**src/rtl/instr_decode_stage_pkg.sv**
```systemverilog
// Shared decode types and constants for the instruction decode stage.
// Combinational only; no latency or backpressure.
package instr_decode_stage_pkg;

  localparam int INSTR_LEN = 32;
  localparam int OPC_W     = 11;

  typedef enum logic [2:0] {
    FMT_R  = 3'd0,
    FMT_I  = 3'd1,
    FMT_D  = 3'd2,
    FMT_B  = 3'd3,
    FMT_CB = 3'd4,
    FMT_IW = 3'd5
  } fmt_e;

  // Exact-match opcodes; wildcard groups (B/CB/IW/I) live in the classifier casez.
  localparam logic [OPC_W-1:0] OP_STUR   = 11'b11111000000;
  localparam logic [OPC_W-1:0] OP_LDUR   = 11'b11111000010;
  localparam logic [OPC_W-1:0] OP_STURW  = 11'b10111000000;
  localparam logic [OPC_W-1:0] OP_LDURSW = 11'b10111000100;
  localparam logic [OPC_W-1:0] OP_STURH  = 11'b01111000000;
  localparam logic [OPC_W-1:0] OP_LDURH  = 11'b01111000010;
  localparam logic [OPC_W-1:0] OP_STURB  = 11'b00111000000;
  localparam logic [OPC_W-1:0] OP_LDURB  = 11'b00111000010;
  localparam logic [OPC_W-1:0] OP_STXR   = 11'b11001000000;
  localparam logic [OPC_W-1:0] OP_LDXR   = 11'b11001000010;

  localparam logic [OPC_W-1:0] OP_ADD    = 11'b10001011000;
  localparam logic [OPC_W-1:0] OP_ADDS   = 11'b10101011000;
  localparam logic [OPC_W-1:0] OP_SUB    = 11'b11001011000;
  localparam logic [OPC_W-1:0] OP_SUBS   = 11'b11101011000;
  localparam logic [OPC_W-1:0] OP_AND    = 11'b10001010000;
  localparam logic [OPC_W-1:0] OP_ANDS   = 11'b11101010000;
  localparam logic [OPC_W-1:0] OP_ORR    = 11'b10101010000;
  localparam logic [OPC_W-1:0] OP_EOR    = 11'b11001010000;
  localparam logic [OPC_W-1:0] OP_LSL    = 11'b11010011011;
  localparam logic [OPC_W-1:0] OP_LSR    = 11'b11010011010;
  localparam logic [OPC_W-1:0] OP_BR     = 11'b11010110000;

  typedef struct packed {
    logic [OPC_W-1:0] opcode;
    fmt_e             fmt;
    logic [4:0]       rm;
    logic [4:0]       rn;
    logic [4:0]       rd;
    logic [5:0]       shamt;
    logic [1:0]       hw;
    logic             illegal;
  } dec_hdr_t;

  localparam int HDR_W = $bits(dec_hdr_t);

endpackage

```
**src/rtl/fifo.sv**
```systemverilog
// Generic small FIFO (DEPTH 1 or 2) with registered storage and full-based ready.
// Latency: 1 cycle push-to-pop; push_rdy derives from occupancy only, never from pop_rdy.
module fifo #(
  parameter int WIDTH = 8,
  parameter int DEPTH = 2
) (
  input  logic             clk,
  input  logic             reset_n,
  input  logic             push_vld,
  output logic             push_rdy,
  input  logic [WIDTH-1:0] push_dat,
  output logic             pop_vld,
  input  logic             pop_rdy,
  output logic [WIDTH-1:0] pop_dat
);

  logic [WIDTH-1:0] mem [DEPTH];
  logic             wr_ptr;
  logic             rd_ptr;
  logic [1:0]       cnt;
  logic             push;
  logic             pop;

  assign push_rdy = (cnt < 2'(DEPTH));
  assign pop_vld  = (cnt != 2'd0);
  assign pop_dat  = mem[rd_ptr];
  assign push     = push_vld & push_rdy;
  assign pop      = pop_vld & pop_rdy;

  always_ff @(posedge clk or negedge reset_n) begin
    if (!reset_n) begin
      cnt    <= 2'd0;
      wr_ptr <= 1'b0;
      rd_ptr <= 1'b0;
      for (int i = 0; i < DEPTH; i++) mem[i] <= '0;
    end else begin
      if (push) begin
        mem[wr_ptr] <= push_dat;
        wr_ptr      <= (DEPTH == 1) ? 1'b0 : ~wr_ptr;
      end
      if (pop) rd_ptr <= (DEPTH == 1) ? 1'b0 : ~rd_ptr;
      cnt <= cnt + 2'(push) - 2'(pop);
    end
  end

endmodule

```
**src/rtl/instr_fmt_classify.sv**
```systemverilog
// LEGv8 format classifier and immediate extender; purely combinational.
// Zero latency, no backpressure; first matching format group wins.
import instr_decode_stage_pkg::*;

module instr_fmt_classify #(
  parameter int DATA_WIDTH = 64
) (
  input  logic [INSTR_LEN-1:0]  instr,
  output fmt_e                  fmt,
  output logic                  illegal,
  output logic [DATA_WIDTH-1:0] imm_ext
);

  logic [OPC_W-1:0] op;
  logic [63:0]      imm_wide;
  logic [63:0]      iw_val;

  assign op      = instr[31:21];
  // hw>=2 pushes the halfword past bit 31, so truncation yields 0 for 32-bit builds.
  assign iw_val  = {48'b0, instr[20:5]} << {instr[22:21], 4'b0000};
  assign imm_ext = imm_wide[DATA_WIDTH-1:0];

  always_comb begin
    fmt      = FMT_R;
    illegal  = 1'b0;
    imm_wide = '0;
    casez (op)
      11'b?00101?????: begin
        fmt      = FMT_B;
        imm_wide = 64'($signed({instr[25:0], 2'b00}));
      end
      11'b1011010????, 11'b01010100???: begin
        fmt      = FMT_CB;
        imm_wide = 64'($signed({instr[23:5], 2'b00}));
      end
      11'b11?100101??: begin
        fmt      = FMT_IW;
        imm_wide = iw_val;
      end
      11'b1001000100?, 11'b1011000100?, 11'b1101000100?, 11'b1111000100?,
      11'b1001001000?, 11'b1111001000?, 11'b1011001000?, 11'b1101001000?: begin
        fmt      = FMT_I;
        imm_wide = {52'b0, instr[21:10]};
      end
      OP_STUR, OP_LDUR, OP_STURW, OP_LDURSW, OP_STURH,
      OP_LDURH, OP_STURB, OP_LDURB, OP_STXR, OP_LDXR: begin
        fmt      = FMT_D;
        imm_wide = 64'($signed(instr[20:12]));
      end
      OP_ADD, OP_ADDS, OP_SUB, OP_SUBS, OP_AND, OP_ANDS,
      OP_ORR, OP_EOR, OP_LSL, OP_LSR, OP_BR: begin
        fmt      = FMT_R;
        imm_wide = {58'b0, instr[15:10]};
      end
      default: illegal = 1'b1;
    endcase
  end

endmodule

```
**src/rtl/instr_decode_stage.sv**
```systemverilog
// Registered LEGv8 decode stage; 1-cycle latency, full throughput; optional INSTR_DECODE_STATS_EN counters.
// Backpressure: SKID_DEPTH-entry output buffer; in_ready depends only on occupancy.
import instr_decode_stage_pkg::*;

module instr_decode_stage #(
  parameter int INSTR_LEN  = 32,
  parameter int DATA_WIDTH = 64,
  parameter int SKID_DEPTH = 2
) (
  input  logic                  clk,
  input  logic                  reset_n,
  input  logic                  in_valid,
  input  logic [INSTR_LEN-1:0]  in_instr,
  output logic                  in_ready,
  output logic                  out_valid,
  input  logic                  out_ready,
  output logic [10:0]           out_opcode,
  output logic [2:0]            out_fmt,
  output logic [4:0]            out_rm,
  output logic [4:0]            out_rn,
  output logic [4:0]            out_rd,
  output logic [5:0]            out_shamt,
  output logic [1:0]            out_hw,
  output logic [DATA_WIDTH-1:0] out_imm_ext,
  output logic                  out_illegal
`ifdef INSTR_DECODE_STATS_EN
  ,
  output logic [31:0]           stat_decoded,
  output logic [31:0]           stat_illegal
`endif
);

  localparam int BUF_W = HDR_W + DATA_WIDTH;

  fmt_e                  c_fmt;
  logic                  c_illegal;
  logic [DATA_WIDTH-1:0] c_imm;
  dec_hdr_t              c_hdr;
  dec_hdr_t              q_hdr;
  logic [BUF_W-1:0]      pop_dat;

  instr_fmt_classify #(.DATA_WIDTH(DATA_WIDTH)) u_classify (
    .instr   (in_instr),
    .fmt     (c_fmt),
    .illegal (c_illegal),
    .imm_ext (c_imm)
  );

  always_comb begin
    c_hdr         = '0;
    c_hdr.opcode  = in_instr[31:21];
    c_hdr.fmt     = c_fmt;
    c_hdr.rm      = in_instr[20:16];
    c_hdr.rn      = in_instr[9:5];
    c_hdr.rd      = in_instr[4:0];
    c_hdr.shamt   = in_instr[15:10];
    c_hdr.hw      = in_instr[22:21];
    c_hdr.illegal = c_illegal;
  end

  fifo #(.WIDTH(BUF_W), .DEPTH(SKID_DEPTH)) u_skid (
    .clk      (clk),
    .reset_n  (reset_n),
    .push_vld (in_valid),
    .push_rdy (in_ready),
    .push_dat ({c_hdr, c_imm}),
    .pop_vld  (out_valid),
    .pop_rdy  (out_ready),
    .pop_dat  (pop_dat)
  );

  assign q_hdr       = pop_dat[BUF_W-1 -: HDR_W];
  assign out_imm_ext = pop_dat[DATA_WIDTH-1:0];
  assign out_opcode  = q_hdr.opcode;
  assign out_fmt     = q_hdr.fmt;
  assign out_rm      = q_hdr.rm;
  assign out_rn      = q_hdr.rn;
  assign out_rd      = q_hdr.rd;
  assign out_shamt   = q_hdr.shamt;
  assign out_hw      = q_hdr.hw;
  assign out_illegal = q_hdr.illegal;

`ifdef INSTR_DECODE_STATS_EN
  logic out_fire;
  assign out_fire = out_valid & out_ready;

  always_ff @(posedge clk or negedge reset_n) begin
    if (!reset_n) begin
      stat_decoded <= '0;
      stat_illegal <= '0;
    end else if (out_fire) begin
      if (stat_decoded != '1) stat_decoded <= stat_decoded + 32'd1;
      if (q_hdr.illegal && stat_illegal != '1) stat_illegal <= stat_illegal + 32'd1;
    end
  end
`else
`endif

endmodule

```
**config.mk**
```make
export PLATFORM = sky130hd
export DESIGN_NAME = instr_decode_stage
export DESIGN_NICKNAME = d
export VERILOG_FILES = /design/src/rtl/instr_decode_stage_pkg.sv /design/src/rtl/fifo.sv /design/src/rtl/instr_fmt_classify.sv /design/src/rtl/instr_decode_stage.sv
export SDC_FILE = /design/constraint.sdc
export NUM_CORES = 1
export LEC_CHECK = 0
export ABC_CLOCK_PERIOD_IN_PS = 3450
export CORE_MARGIN = 1
export CORE_UTILIZATION = 59
export DETAILED_ROUTE_END_ITERATION = 16
export GPL_ROUTABILITY_DRIVEN = 0
export PLACE_DENSITY = 0.9
export SLEW_MARGIN = 15
export SYNTH_ARGS = -nofsm -noshare
export SYNTH_HDL_FRONTEND = slang
export SYNTH_SLANG_ARGS = --single-unit
```
**constraint.sdc**
```tcl
create_clock -name clk -period 3.45 [get_ports clk]
set_input_delay 0.345 -clock clk [delete_from_list [all_inputs] [get_ports clk]]
set_output_delay 0.345 -clock clk [all_outputs]
set_load 0.02 [all_outputs]
```
======== After elaboration in Yosys (flattened, before gate mapping) ========
Index checks and enable logic that the tools add are counted.
Widths: inputs -> output; s select.
cells by class
  eq/ne operators ......................... 33
  multiplexer cells ....................... 9
  shift-type cells ........................ 1
  add/subtract/negate cells ............... 2
  reductions and logical operators ........ 7
  order comparisons ....................... 4
  bitwise gates (word level) .............. 6
operator list
  cell                  count
  $mux 102              4
  $pmux 64 s6           1
  $bwmux 204            1
  $eq 11x11->1 const B  17
  $demux 102 s1         1
  $eq 10x10->1 const B  8
  $shl 16x6->64         1
  $reduce_or 33->1      1
  $eq 11x10->1 const B  2
  $eq 11x9->1 const B   2
  $pmux 3 s5            1
  $reduce_or 11->1      1
  $reduce_or 10->1      1
  $eq 8x7->1 const B    1
  $eq 8x8->1 const B    1
  $reduce_or 8->1       1
  $eq 7x7->1 const B    1
  $eq 5x3->1 const B    1
  $ge 2x2->1 const B    2
  $not 1->2             2
  $add 2x1->2           1
  $and 1x1->1           2
  $lt 2x1->1 const B    1
  $lt 2x2->1 const B    1
  6 further kinds       7
storage, ports and cells
  bits of input ports ..................... 36
  bits in registers ....................... 208
  logic and storage cells ................. 67

======== Logic depth before layout (Yosys ltp) ========
Gate-level depths: netlist (run 1).
  depth after elaboration ................. 6
  depth in mapped cells ................... 8

======== Modules after synthesis ========
From an unflattened synthesis (run 1), not the netlist that was laid out.
unflattened totals
  cell total of the unflattened synthesis .. 787
  area total of the unflattened synthesis .. 11125.7 um^2
by module, submodules not included
  module              times used  cells an instance  sequential area each (um^2)  area each (um^2)
  fifo                1           563                5205.0                       9721.8
  instr_fmt_classify  1           224                0.0                          1403.8

======== Least setup slack after synthesis (run 1) ========
No wires, ideal clock.
  kind .................................... input to register
  start ................................... input port in_instr[24]
  end ..................................... register u_skid.mem[3] in the netlist's numbering
  arrival ................................. 1.821 ns
  required time ........................... 3.368 ns
  path buffers ............................ 1
  slack ................................... 1.547 ns
  cell stages on the path ................. 6
  cells stage by stage .................... clkbuf_2 or4b_1 a211o_1 o2bb2a_4 and3_1 a31oi_1
between the ends
  word-level cells in the longest chain between the ends .. 4
ends and longest elaborated chain
  element                                   line                      text
  from (decl)                               instr_decode_stage.sv:13  input logic [INSTR_LEN-1:0] in_instr,
  $eq 11x11->1 (tied with other cells)      instr_fmt_classify.sv:27  casez (op)
  $reduce_or 11->1 (tied with other cells)  -
  $pmux 64 s6 *                             instr_fmt_classify.sv:27
  $bwmux 204 *                              fifo.sv:38                mem[wr_ptr] <= push_dat;
  to (signal, indexed assignment)           fifo.sv:38
  to (decl)                                 fifo.sv:17                logic [WIDTH-1:0] mem [DEPTH];
Every way passes the cells marked *; elsewhere a longest branch is shown, timed or not.
A chain may end at the register's enable or synchronous reset.

======== Final worst setup path (run 1) ========
  start ................................... register u_skid.rd_ptr
  end ..................................... output port out_imm_ext[5]
between the ends
  word-level cells in the longest chain between the ends .. 4
ends and longest elaborated chain
  element                                       line                      text
  from (decl)                                   fifo.sv:19                logic rd_ptr;
  from (signal assigned)                        fifo.sv:41                if (pop) rd_ptr <= (DEPTH == 1) ? 1'b0 : ~rd_ptr;
  $not 1->2 (implied by the code)               fifo.sv:26                assign pop_dat = mem[rd_ptr];
  $mux 102 (implied by the code) (3 in series)  fifo.sv:26
  to (decl)                                     instr_decode_stage.sv:24  output logic [DATA_WIDTH-1:0] out_imm_ext,
Every way passes these cells. The select of a mux whose other input is x is not followed.

==> summary.txt, run 1 <==
Synthesis
  • Synth async-reset ratio: 100.0%
  • Synth warn: 0
  • Post-synthesis register bit count: 204
  • Sequential share of the synthesized area: 52.30%
  • Mapped cell area: 9761 sq um
  • Count of cell types in the netlist: 61
  • Syn_area_per_cell: 9.664 sq um
  • Syn nets: 1,048
  • Cells after Synth: 1,010
  • Number of synthesized flops with an enable pin: 0
  • Ys flop type: dfrtp_1

STA
  • Final WS setup: 0.5817 ns
  • Fin crit period: 2.868 ns
  • RSZ-0062 raised after global routing: false
  • Setup Skew: 0.01150 ns
  • Tcrit/Tclk final: 83.14%
  • Final hold violations: 0
  • Tightest Pin Transition: 1.026 ns
  • Setup violations, final: 0
  • Final Max Slew Viols: 0
  • Total negative slack: 0 ns
  • Max-Slew Margin vs Limit: 31.60%
  • Max Clock Freq: 0.3486 GHz

Cells and area
  • Most common cell after layout, fill and taps aside: nand2_1
  • Commonest non-fill, non-tap cells in the layout: nand2_1, dfrtp_1, clkdlybuf4s50_1, nor2_1, mux2_2
  • # nets final: 1,146
  • Share of cells above drive strength 1: 15.73%
  • Ant. Diodes: 0
  • Area grow syn2layout: 22.05%

Floorplanning
  • Die W: 130.6 um
  • IO Pins: 140
  • Number of core rows: 46
  • Die area: 17,060 sq um
  • Die Span Y: 130.6 um
  • Initial Utilization: 61.00%
  • Core footprint: 16,000 sq um

Critical path
  • Reg2Reg Depth: 7
  • R2R Path Start: u_skid.cnt[1]$_DFF_PN0_
  • Worst path arrival time: 2.52 ns
  • Worst EP required: 3.11 ns
  • Crit path kind: flop to output port
  • R2R Setup Slk: 1.23 ns
  • Critical path peak fanout: 24
  • Crit end category: output port
  • R2r endpoint: u_skid.mem[140]$_DFFE_PN0P_
  • Startpoint types: flop
  • Critical Path End: out_imm_ext[5]
  • Crit path launch: u_skid.rd_ptr$_DFFE_PN0P_

Power and ir drop
  • Pwr Total: 12.54 mW
  • Leakage: 5.219 nW
  • Sw Share: 38.13%
  • Combinational power share: 49.1%
  • Switching pwr: 4.783 mW
  • Clock power frac: 17.6%
  • Pwr dens: 1053 nW/um^2
  • Sequential Power Share: 33.3%
  • Int Power: 7.760 mW
  • VDD IR max: 0.7478 mV

Route
  • DRT Pass-1 Iters: 5
  • DRC viols: 0
  • Detailed Route WL: 26.71 mm
  • Antenna viol nets, final: 0
  • Met3 WL: 2.599 mm
  • Drt initial violations: 867
  • Post-Route M1 WL: 10.30 mm
  • Met2 routed wirelength: 12.71 mm
  • WL/cell: 20.01 um
  • DR vias: 8,174
  • Top sig layer: met4
  • Via density: 6.123

CTS
  • # resized after CTS: 0
  • Clock slew at reported path FFs: 0.06 ns
  • CTS tree: built
  • Postcts setup bufs: 0
  • CTS buffer count: 21
  • # clock sinks: 204
  • Cts hold-fix bufs: 1
  • Root Buffer: clkbuf_16
  • H-tree levels: 1
  • Clk_lat worst skew: 0.49 ns
  • Clock Path Buffers: 3

Global route
  • Initial antenna violation count: 0
  • Vias in the first global route: 8,038
  • Largest net degree at the start of global routing: 94
  • GRT Total Usage: 32.04%
  • Global-route wire length before repair: 41.93 mm
  • GR Overflow Total: 0

Hold path
  • HP Class: flop to flop

Placement
  • Port bufs: 139
  • Pre-CTS setup slack: 0.4686 ns
  • Detailed placer's ending HPWL: 16.66 mm

Status
  • Outcome: complete, no violations

Job
  • Max_cap viols: 0
-- synthesized netlist by cell type (3+ instances only) --
| library cell | count | share of area [%] |
|---|---|---|
| mux2_2 | 100 | 12 |
| clkbuf_1 | 48 | 1.8 |
| a211oi_1 | 7 | 0.54 |
| o21ai_1 | 7 | 0.36 |
| o21ai_0 | 39 | 2.0 |
| nor3_1 | 4 | 0.21 |
| nand2_1 | 219 | 8.4 |
| a21oi_1 | 97 | 5.0 |
| dfrtp_1 | 204 | 52 |
| o2bb2ai_1 | 5 | 0.45 |
| buf_2 | 21 | 1.1 |
| nor2b_1 | 4 | 0.26 |
| buf_4 | 13 | 1.0 |
| inv_1 | 14 | 0.54 |
| o22a_1 | 11 | 0.99 |
| a31oi_1 | 12 | 0.77 |
| nor2_1 | 121 | 4.7 |
| nor4bb_1 | 3 | 0.31 |
| clkbuf_2 | 3 | 0.15 |
| a22o_1 | 19 | 1.7 |
-- per-stage QoR --
stage                     std cells  hold slack, ns  cell area [sq um]  utilization (%)
final                          1335          0.4687              11910            74.45
after global routing           1335          0.4934              11910            74.45
after CTS                      1335          0.4729              11910            74.45
after detailed placement       1300          0.4567              11240            70.26
after global placement         1300          0.4515              11240            70.26
after floorplan                1010         0.04941               9761                -
-- power groups by stage --
stage / Sequential [mW] / Clock (mW) / Combinational [mW]
final: 4.18 / 2.21 / 6.15
after global routing: 4.28 / 2.31 / 6.60
after CTS: 4.15 / 2.22 / 6.17
after detailed placement: 4.16 / 0 / 6.07
after global placement: 4.09 / 0 / 5.95
after floorplan: 3.93 / 0 / 3.82
-- area by class of cell --
class	count	area, sq um
flip-flops and latches	204	5109
multi-input cells	704	4193
fillers	1075	4088
repair buffers	163	1628
clock buffers	27	568.0
well taps	216	270.3
clock inverters	7	92.59
inverters	14	52.55
-- worst max-delay path: stages (launching register included) --
cell and delay, ns:
dfrtp_4 0.68, buf_4 0.38, mux2_2 0.42, clkdlybuf4s50_1 0.54
-- worst min-delay path by stage --
stage | endpoint | start | cells past startpoint
floorplan | u_skid.cnt[0]$_DFF_PN0_ | reset_n | 0
global placement | u_skid.mem[96]$_DFFE_PN0P_ | u_skid.mem[96]$_DFFE_PN0P_ | 2
detailed placement | u_skid.mem[129]$_DFFE_PN0P_ | reset_n | 1
CTS | u_skid.mem[182]$_DFFE_PN0P_ | u_skid.mem[182]$_DFFE_PN0P_ | 2
global route | u_skid.mem[97]$_DFFE_PN0P_ | u_skid.mem[97]$_DFFE_PN0P_ | 2
finish | u_skid.mem[182]$_DFFE_PN0P_ | u_skid.mem[182]$_DFFE_PN0P_ | 2
-- kinds of logic (layout without fill, tap and decap cells) --
| logic type | Yosys count | in the layout | synth area share, % |
|---|---|---|---|
| AOI/OAI and AO/OA | 216 | 216 | 13.73 |
| xor gates and xnor gates | 4 | 4 | 0.3590 |
| adders and majority gates | 2 | 2 | 0.2563 |
| buffers and inverters | 102 | 211 | 4.884 |
| DFF | 204 | 204 | 52.30 |
| muxes | 100 | 100 | 11.54 |
| and+or+nand+nor | 382 | 382 | 16.93 |
-- layer usage --
layer / vias to the layer above / global-route usage, %
met1: 3992 / 42.69
li1: 3618 / -
met2: 456 / 51.29
met5: - / 0
met3: 108 / 6.922
met4: 0 / 13.18
-- registers in the layout, summed over array words and instances, names as in the netlist --
signal	count
u_skid.cnt	2
u_skid.rd_ptr	1
u_skid.mem	200
u_skid.wr_ptr	1
No activity file was read; power rests on OpenSTA's default activity.
==> run 2: changes to the inputs <==
--- a/config.mk
+++ b/config.mk
@@ -5,12 +5,12 @@
 export SDC_FILE = /design/constraint.sdc
 export NUM_CORES = 1
 export LEC_CHECK = 0
-export ABC_CLOCK_PERIOD_IN_PS = 3450
+export ABC_CLOCK_PERIOD_IN_PS = 2900
 export CORE_MARGIN = 1
-export CORE_UTILIZATION = 59
+export CORE_UTILIZATION = 55
 export DETAILED_ROUTE_END_ITERATION = 16
 export GPL_ROUTABILITY_DRIVEN = 0
-export PLACE_DENSITY = 0.9
+export PLACE_DENSITY = 0.85
 export SLEW_MARGIN = 15
 export SYNTH_ARGS = -nofsm -noshare
 export SYNTH_HDL_FRONTEND = slang
==> constraint.sdc (replaced) <==
create_clock -name clk -period 2.9 [get_ports clk]
set_input_delay 0.29 -clock clk [delete_from_list [all_inputs] [get_ports clk]]
set_output_delay 0.29 -clock clk [all_outputs]
set_load 0.02 [all_outputs]
==> run 2 against run 1 <==
- sequential power is 19% higher
- clock skew rose by 0.0023 ns
- worst setup slack got worse by 0.39 ns
- non-clock buffer count grew 15
- critical endpoint is now out_imm_ext[21]
==> summary.txt, run 2 (synthesized netlist as in run 1, its figures left out) <==
CTS
  • Clock slew at reported path FFs: 0.06 ns (about the same)
  • CTS tree: built (unchanged)
  • H-tree levels: 1 (unchanged)
  • Clock Path Buffers: 3 (unchanged)
  • Clk_lat worst skew: 0.50 ns (was 0.49 ns)
  • Root Buffer: clkbuf_16 (unchanged)
  • CTS buffer count: 22 (was 21)
  • # clock sinks: 204 (unchanged)

STA
  • Final hold slack: 0.3220 ns (was 0.4687 ns)
  • Fin crit period: 2.712 ns
  • Final WS setup: 0.1876 ns (was 0.5817 ns)
  • Max-Slew Margin vs Limit: 43.01% (was 31.60%)
  • Final hold violations: 0 (unchanged)
  • RSZ-0062 raised after global routing: false (unchanged)
  • Setup Skew: 0.01378 ns (was 0.01150 ns)
  • Setup violations, final: 0 (unchanged)
  • Tcrit/Tclk final: 93.53%
  • Final Max Slew Viols: 0 (unchanged)
  • Max Clock Freq: 0.3687 GHz
  • Total negative slack: 0 ns (unchanged)
  • Tightest Pin Transition: 0.8549 ns (was 1.026 ns)

Critical path
  • Crit path kind: flop to output port (unchanged)
  • Critical Path Max Stage Delay: 0.64 ns (was 0.68 ns)
  • Crit end category: output port (unchanged)
  • CP Cell Sequence: buf_12, mux2_2, clkdlybuf4s50_1 (was buf_4, mux2_2, clkdlybuf4s50_1)
  • Worst EP required: 2.61 ns (was 3.11 ns)
  • WP buf/inv: 2 (unchanged)
  • Crit path max-delay family: buffers and inverters (unchanged)
  • Startpoint types: flop (unchanged)
  • CP max-delay cell: dfrtp_4 (unchanged)
  • Critical path peak fanout: 38 (was 24)
  • Worst path arrival time: 2.42 ns (was 2.52 ns)

Global route
  • Largest net degree at the start of global routing: 78 (was 94)
  • Global-route wire length before repair: 44.34 mm (was 41.93 mm)
  • Initial antenna violation count: 0 (unchanged)
  • GRT Total Usage: 31.28% (was 32.04%)
  • GR Overflow Total: 0 (unchanged)
  • Vias in the first global route: 8,291 (was 8,038)

Route
  • DRC viols: 0 (unchanged)
  • Via density: 6.103 (was 6.123)
  • Drt initial violations: 928 (was 867)
  • DR vias: 8,324 (was 8,174)
  • Antenna viol nets, final: 0 (unchanged)
  • DRT Pass-1 Iters: 5 (unchanged)
  • Detailed Route WL: 27.87 mm (was 26.71 mm)
  • WL/cell: 20.44 um (was 20.01 um)

Floorplanning
  • Initial Utilization: 56.43% (was 61.00%)
  • Die Span Y: 135.2 um (was 130.6 um)
  • Die area: 18,280 sq um (was 17,060 sq um)
  • Number of core rows: 48 (was 46)
  • Die W: 135.2 um (was 130.6 um)
  • IO Pins: 140 (unchanged)
  • Core footprint: 17,300 sq um (was 16,000 sq um)

Cells and area
  • Fin util: 70.25% (was 74.45%)
  • Most common cell after layout, fill and taps aside: nand2_1 (unchanged)
  • Top reg by flops: u_skid.mem (unchanged)
  • Ant. Diodes: 0 (unchanged)
  • Max FFs per register: 200 (unchanged)
  • Final Cell Area: 12,150 sq um (was 11,910 sq um)
  • Commonest non-fill, non-tap cells in the layout: nand2_1, dfrtp_1, clkdlybuf4s50_1, nor2_1, mux2_2 (unchanged)
  • Share of cells above drive strength 1: 17.21% (was 15.73%)
  • # fillers: 1,267 (was 1,075)
  • Largest regs: u_skid.mem (200), u_skid.cnt (2) (unchanged)
  • # nets final: 1,162 (was 1,146)
  • Area grow syn2layout: 24.48% (was 22.05%)

Placement
  • Port bufs: 139 (unchanged)
  • Pre-CTS setup slack: 0.1688 ns (was 0.4686 ns)
  • Detailed placer's ending HPWL: 17.83 mm (was 16.66 mm)
  • Dpl cell area: 11,410 sq um (was 11,240 sq um)

Power and ir drop
  • Leakage: 5.341 nW (was 5.219 nW)
  • Pwr dens: 1250 nW/um^2 (was 1053 nW/um^2)
  • VDD IR max: 0.9516 mV (was 0.7478 mV)

Hold path
  • HP Class: primary input to asynchronous set/reset pin (was flop to flop)

Status
  • Outcome: complete, no violations (unchanged)

Job
  • Max_cap viols: 0 (unchanged)
[run 2: cell types whose count changed in the layout (fill, tap and decap cells not counted)]
| cell | delta |
|---|---|
| clkbuf_16 | +2 |
| buf_4 | +10 |
| buf_8 | +1 |
| clkinv_2 | +2 |
| clkbuf_8 | +2 |
| bufinv_16 | -1 |
| clkinvlp_4 | +1 |
| clkinv_4 | -1 |
| buf_12 | +4 |
[run 2: timing repair]
item | CTS | global route
endpoints found under the setup margin | 0 | 4
buffers inserted | 0 | 1
gates resized for setup | 0 | 0
endpoints found under the hold margin | 66 | 0
hold buffers | 1 | 0
[run 2: where the power goes]
part	switching, mW	internal, mW
sequential	0.766	4.19
combinational	3.89	3.56
clock	1.14	1.64
[run 2: worst register-to-register path, stage by stage (launching register included)]
cell and delay, ns:
dfrtp_1 0.40, nor2b_1 0.53, and2_2 0.55, buf_12 0.37, nor2_1 0.10, a21oi_1 0.18
[run 2: metrics by stage]
stage	cells	total power [mW]
floorplan	1010	9.218
global placement	1323	12.03
detailed placement	1323	12.28
CTS	1363	15.14
global route	1364	15.95
finish	1364	15.18
[run 2: routing by layer]
metal,GRT usage (%),wire length [um],vias to the layer above
li1,-,-,3667
met1,42.06,11150,4102
met2,49.00,13160,452
met3,5.874,2274,103
met4,15.17,1288,0
met5,0,0,-
[run 2: layout make-up]
class	count	area, sq um	share of cell area, %
Multi-Input combinational cell	704	4193	34.51
Inverter	14	52.55	0.4325
Clock inverter	8	71.32	0.5870
Timing Repair Buffer	178	1798	14.80
Tap cell	225	281.5	2.317
Clock buffer	31	645.6	5.314
Sequential cell	204	5109	42.05
[run 2: final timing paths]
kind	startpoint	endpoint	slack, ns	cells past startpoint
worst min-delay path	reset_n	u_skid.mem[82]$_DFFE_PN0P_	0.32	2
min in group clk	in_instr[0]	u_skid.mem[73]$_DFFE_PN0P_	0.43	3
worst min register to register	u_skid.mem[179]$_DFFE_PN0P_	u_skid.mem[179]$_DFFE_PN0P_	0.47	2
worst max register to register	u_skid.cnt[1]$_DFF_PN0_	u_skid.mem[34]$_DFFE_PN0P_	0.68	5
worst max-delay path	u_skid.rd_ptr$_DFFE_PN0P_	out_imm_ext[21]	0.19	3
max in group asynchronous	reset_n	u_skid.rd_ptr$_DFFE_PN0P_	1.72	3
==> run 3: changes to the inputs <==
--- a/config.mk
+++ b/config.mk
@@ -6,11 +6,13 @@
 export NUM_CORES = 1
 export LEC_CHECK = 0
 export ABC_CLOCK_PERIOD_IN_PS = 2900
+export CELL_PAD_IN_SITES_DETAIL_PLACEMENT = 1
+export CELL_PAD_IN_SITES_GLOBAL_PLACEMENT = 2
 export CORE_MARGIN = 1
-export CORE_UTILIZATION = 55
+export CORE_UTILIZATION = 34
 export DETAILED_ROUTE_END_ITERATION = 16
 export GPL_ROUTABILITY_DRIVEN = 0
-export PLACE_DENSITY = 0.85
+export PLACE_DENSITY = 0.84
 export SLEW_MARGIN = 15
 export SYNTH_ARGS = -nofsm -noshare
 export SYNTH_HDL_FRONTEND = slang
==> run 3 against run 2 <==
- flip-flop and latch count unchanged
- worst setup slack better by 0.11 ns
- clock-buffer cell count up 2
- die area up 61%
- register-to-register slack better by 0.41 ns
- critical endpoint is now out_imm_ext[3]
- utilization down 25 points
- non-clock buffer count up 23
- wire length up 14%
==> summary.txt, run 3 (synthesized netlist as in run 1, its figures left out) <==
Floorplanning
  • IO Pins: 140 (unchanged)
  • Die W: 171.4 um (was 135.2 um)
  • Number of core rows: 61 (was 48)
  • Initial Utilization: 34.85% (was 56.43%)
  • Die Span Y: 171.4 um (was 135.2 um)
  • Core footprint: 28,010 sq um (was 17,300 sq um)
  • Die area: 29,390 sq um (was 18,280 sq um)

Hold path
  • HP Class: primary input to asynchronous set/reset pin (unchanged)

Critical path
  • Startpoint types: flop (unchanged)
  • Worst path arrival time: 2.31 ns (was 2.42 ns)
  • R2R Setup Slk: 1.09 ns (was 0.68 ns)
  • Critical Path Max Stage Delay: 0.55 ns (was 0.64 ns)
  • CP max-delay cell: clkdlybuf4s50_1 (was dfrtp_4)
  • Crit path kind: flop to output port (unchanged)
  • Crit end category: output port (unchanged)
  • Critical path peak fanout: 61 (was 38)
  • R2R Path Start: u_skid.cnt[1]$_DFF_PN0_ (unchanged)
  • R2r endpoint: u_skid.mem[60]$_DFFE_PN0P_ (was u_skid.mem[34]$_DFFE_PN0P_)
  • Reg2Reg Depth: 6 (was 5)
  • CP Cell Sequence: buf_12, mux2_2, clkdlybuf4s50_1 (unchanged)
  • Worst EP required: 2.61 ns (about the same)

Power and ir drop
  • Pwr Total: 15.34 mW (was 15.18 mW)
  • Int Power: 9.468 mW (was 9.388 mW)
  • Pwr dens: 1220 nW/um^2 (was 1250 nW/um^2)
  • Sw Share: 38.27% (was 38.16%)
  • Switching pwr: 5.870 mW (was 5.794 mW)
  • Clock power frac: 18.7% (was 18.3%)
  • VDD IR max: 0.5632 mV (was 0.9516 mV)
  • Combinational power share: 49.6% (was 49.0%)
  • Sequential Power Share: 31.8% (was 32.7%)
  • Leakage: 5.487 nW (was 5.341 nW)

STA
  • Final hold violations: 0 (unchanged)
  • Tcrit/Tclk final: 89.80% (was 93.53%)
  • Total negative slack: 0 ns (unchanged)
  • Max-Slew Margin vs Limit: 52.92% (was 43.01%)
  • Setup violations, final: 0 (unchanged)
  • RSZ-0062 raised after global routing: false (unchanged)
  • Tightest Pin Transition: 0.7062 ns (was 0.8549 ns)
  • Max Clock Freq: 0.3840 GHz (was 0.3687 GHz)
  • Fin crit period: 2.604 ns (was 2.712 ns)
  • Setup Skew: 0.01046 ns (was 0.01378 ns)
  • Final Max Slew Viols: 0 (unchanged)

Cells and area
  • Area grow syn2layout: 28.82% (was 24.48%)
  • Largest regs: u_skid.mem (200), u_skid.cnt (2) (unchanged)
  • Ant. Diodes: 0 (unchanged)
  • # nets final: 1,186 (was 1,162)
  • Share of cells above drive strength 1: 19.23% (was 17.21%)
  • Max FFs per register: 200 (unchanged)
  • Top reg by flops: u_skid.mem (unchanged)
  • Most common cell after layout, fill and taps aside: nand2_1 (unchanged)
  • Commonest non-fill, non-tap cells in the layout: nand2_1, dfrtp_1, clkdlybuf4s50_1, nor2_1, mux2_2 (unchanged)
  • # fillers: 3,143 (was 1,267)

Placement
  • Detailed placer's ending HPWL: 21.88 mm (was 17.83 mm)
  • Port bufs: 139 (unchanged)

Route
  • DRC viols: 0 (unchanged)
  • DRT Pass-1 Iters: 5 (unchanged)
  • DR vias: 8,000 (was 8,324)
  • Via density: 5.185 (was 6.103)
  • Antenna viol nets, final: 0 (unchanged)
  • Detailed Route WL: 31.64 mm (was 27.87 mm)
  • WL/cell: 20.51 um (was 20.44 um)
  • Drt initial violations: 521 (was 928)

CTS
  • Clk_lat worst skew: 0.52 ns (was 0.50 ns)
  • H-tree levels: 1 (unchanged)
  • Root Buffer: clkbuf_16 (unchanged)
  • # resized after CTS: 0 (unchanged)
  • CTS tree: built (unchanged)
  • # clock sinks: 204 (unchanged)
  • Clock Path Buffers: 3 (unchanged)
  • Clock slew at reported path FFs: 0.06 ns (about the same)
  • CTS buffer count: 23 (was 22)

Global route
  • GR Overflow Total: 0 (unchanged)
  • GRT Total Usage: 22.05% (was 31.28%)
  • Global-route wire length before repair: 49.53 mm (was 44.34 mm)
  • Largest net degree at the start of global routing: 84 (was 78)
  • Initial antenna violation count: 0 (unchanged)
  • Vias in the first global route: 8,552 (was 8,291)

Job
  • Max_cap viols: 0 (unchanged)

Status
  • Outcome: complete, no violations (unchanged)
run 3: power by group through the flow:
stage / clock network (mW) / logic (mW) / registers (mW)
after detailed placement: 0 / 7.64 / 4.91
final: 2.86 / 7.60 / 4.88
after floorplan: 0 / 4.54 / 4.68
after global routing: 3.02 / 8.20 / 5.03
after CTS: 2.92 / 7.70 / 4.87
after global placement: 0 / 7.54 / 4.83
run 3: worst max-delay path by stage:
stage | from | cells past startpoint | slack, ns | to
floorplan | in_instr[24] | 6 | 1.05 | u_skid.mem[3]$_DFFE_PN0P_
global placement | in_instr[30] | 7 | 0.21 | u_skid.mem[112]$_DFFE_PN0P_
detailed placement | in_instr[30] | 6 | 0.08 | u_skid.mem[110]$_DFFE_PN0P_
CTS | u_skid.rd_ptr$_DFFE_PN0P_ | 3 | 0.28 | out_imm_ext[3]
global route | u_skid.rd_ptr$_DFFE_PN0P_ | 3 | 0.24 | out_imm_ext[3]
finish | u_skid.rd_ptr$_DFFE_PN0P_ | 3 | 0.30 | out_imm_ext[3]
run 3: cell type report:
class                   count  area (sq um)  share of cell area (%)
flip-flops and latches    204          5109                   40.63
repair buffers            201          2001                   15.91
clock inverters             9         52.55                  0.4180
inverters                  14         52.55                  0.4180
clock buffers              33         693.2                   5.513
multi-input cells         704          4193                   33.35
well taps                 378         473.0                   3.762
run 3: critical path: cells and delay by family (launching register included):
kind                   cells  cell delay [ns]
buffers and inverters      2             0.86
flip-flops                 1             0.44
multiplexers               1             0.43
run 3: metrics by stage:
stage | std cells | instance area [sq um] | worst slack (ns) | hold WS [ns] | utilization, %
finish | 1543 | 12570 | 0.2958 | 0.4222 | 44.89
global route | 1543 | 12570 | 0.2417 | 0.4449 | 44.89
CTS | 1543 | 12570 | 0.2783 | 0.4200 | 44.89
detailed placement | 1500 | 11820 | 0.07766 | 0.3996 | 42.19
global placement | 1500 | 11820 | 0.2084 | 0.3949 | 42.19
floorplan | 1010 | 9761 | 1.052 | -0.005591 | -
run 3: metal layers:
metal	up-vias	GRT usage [%]	part of all wire (%)
met3	38	2.899	4.2
met2	178	36.44	47
li1	3709	-	-
met1	4075	30.70	47
met4	0	4.814	1.5
met5	-	0	0
run 3: repair_timing:
| item | in CTS | in global routing |
|---|---|---|
| buffers inserted | 0 | 0 |
| hold buffers | 1 | 0 |
| hold endpoints to repair | 79 | 0 |
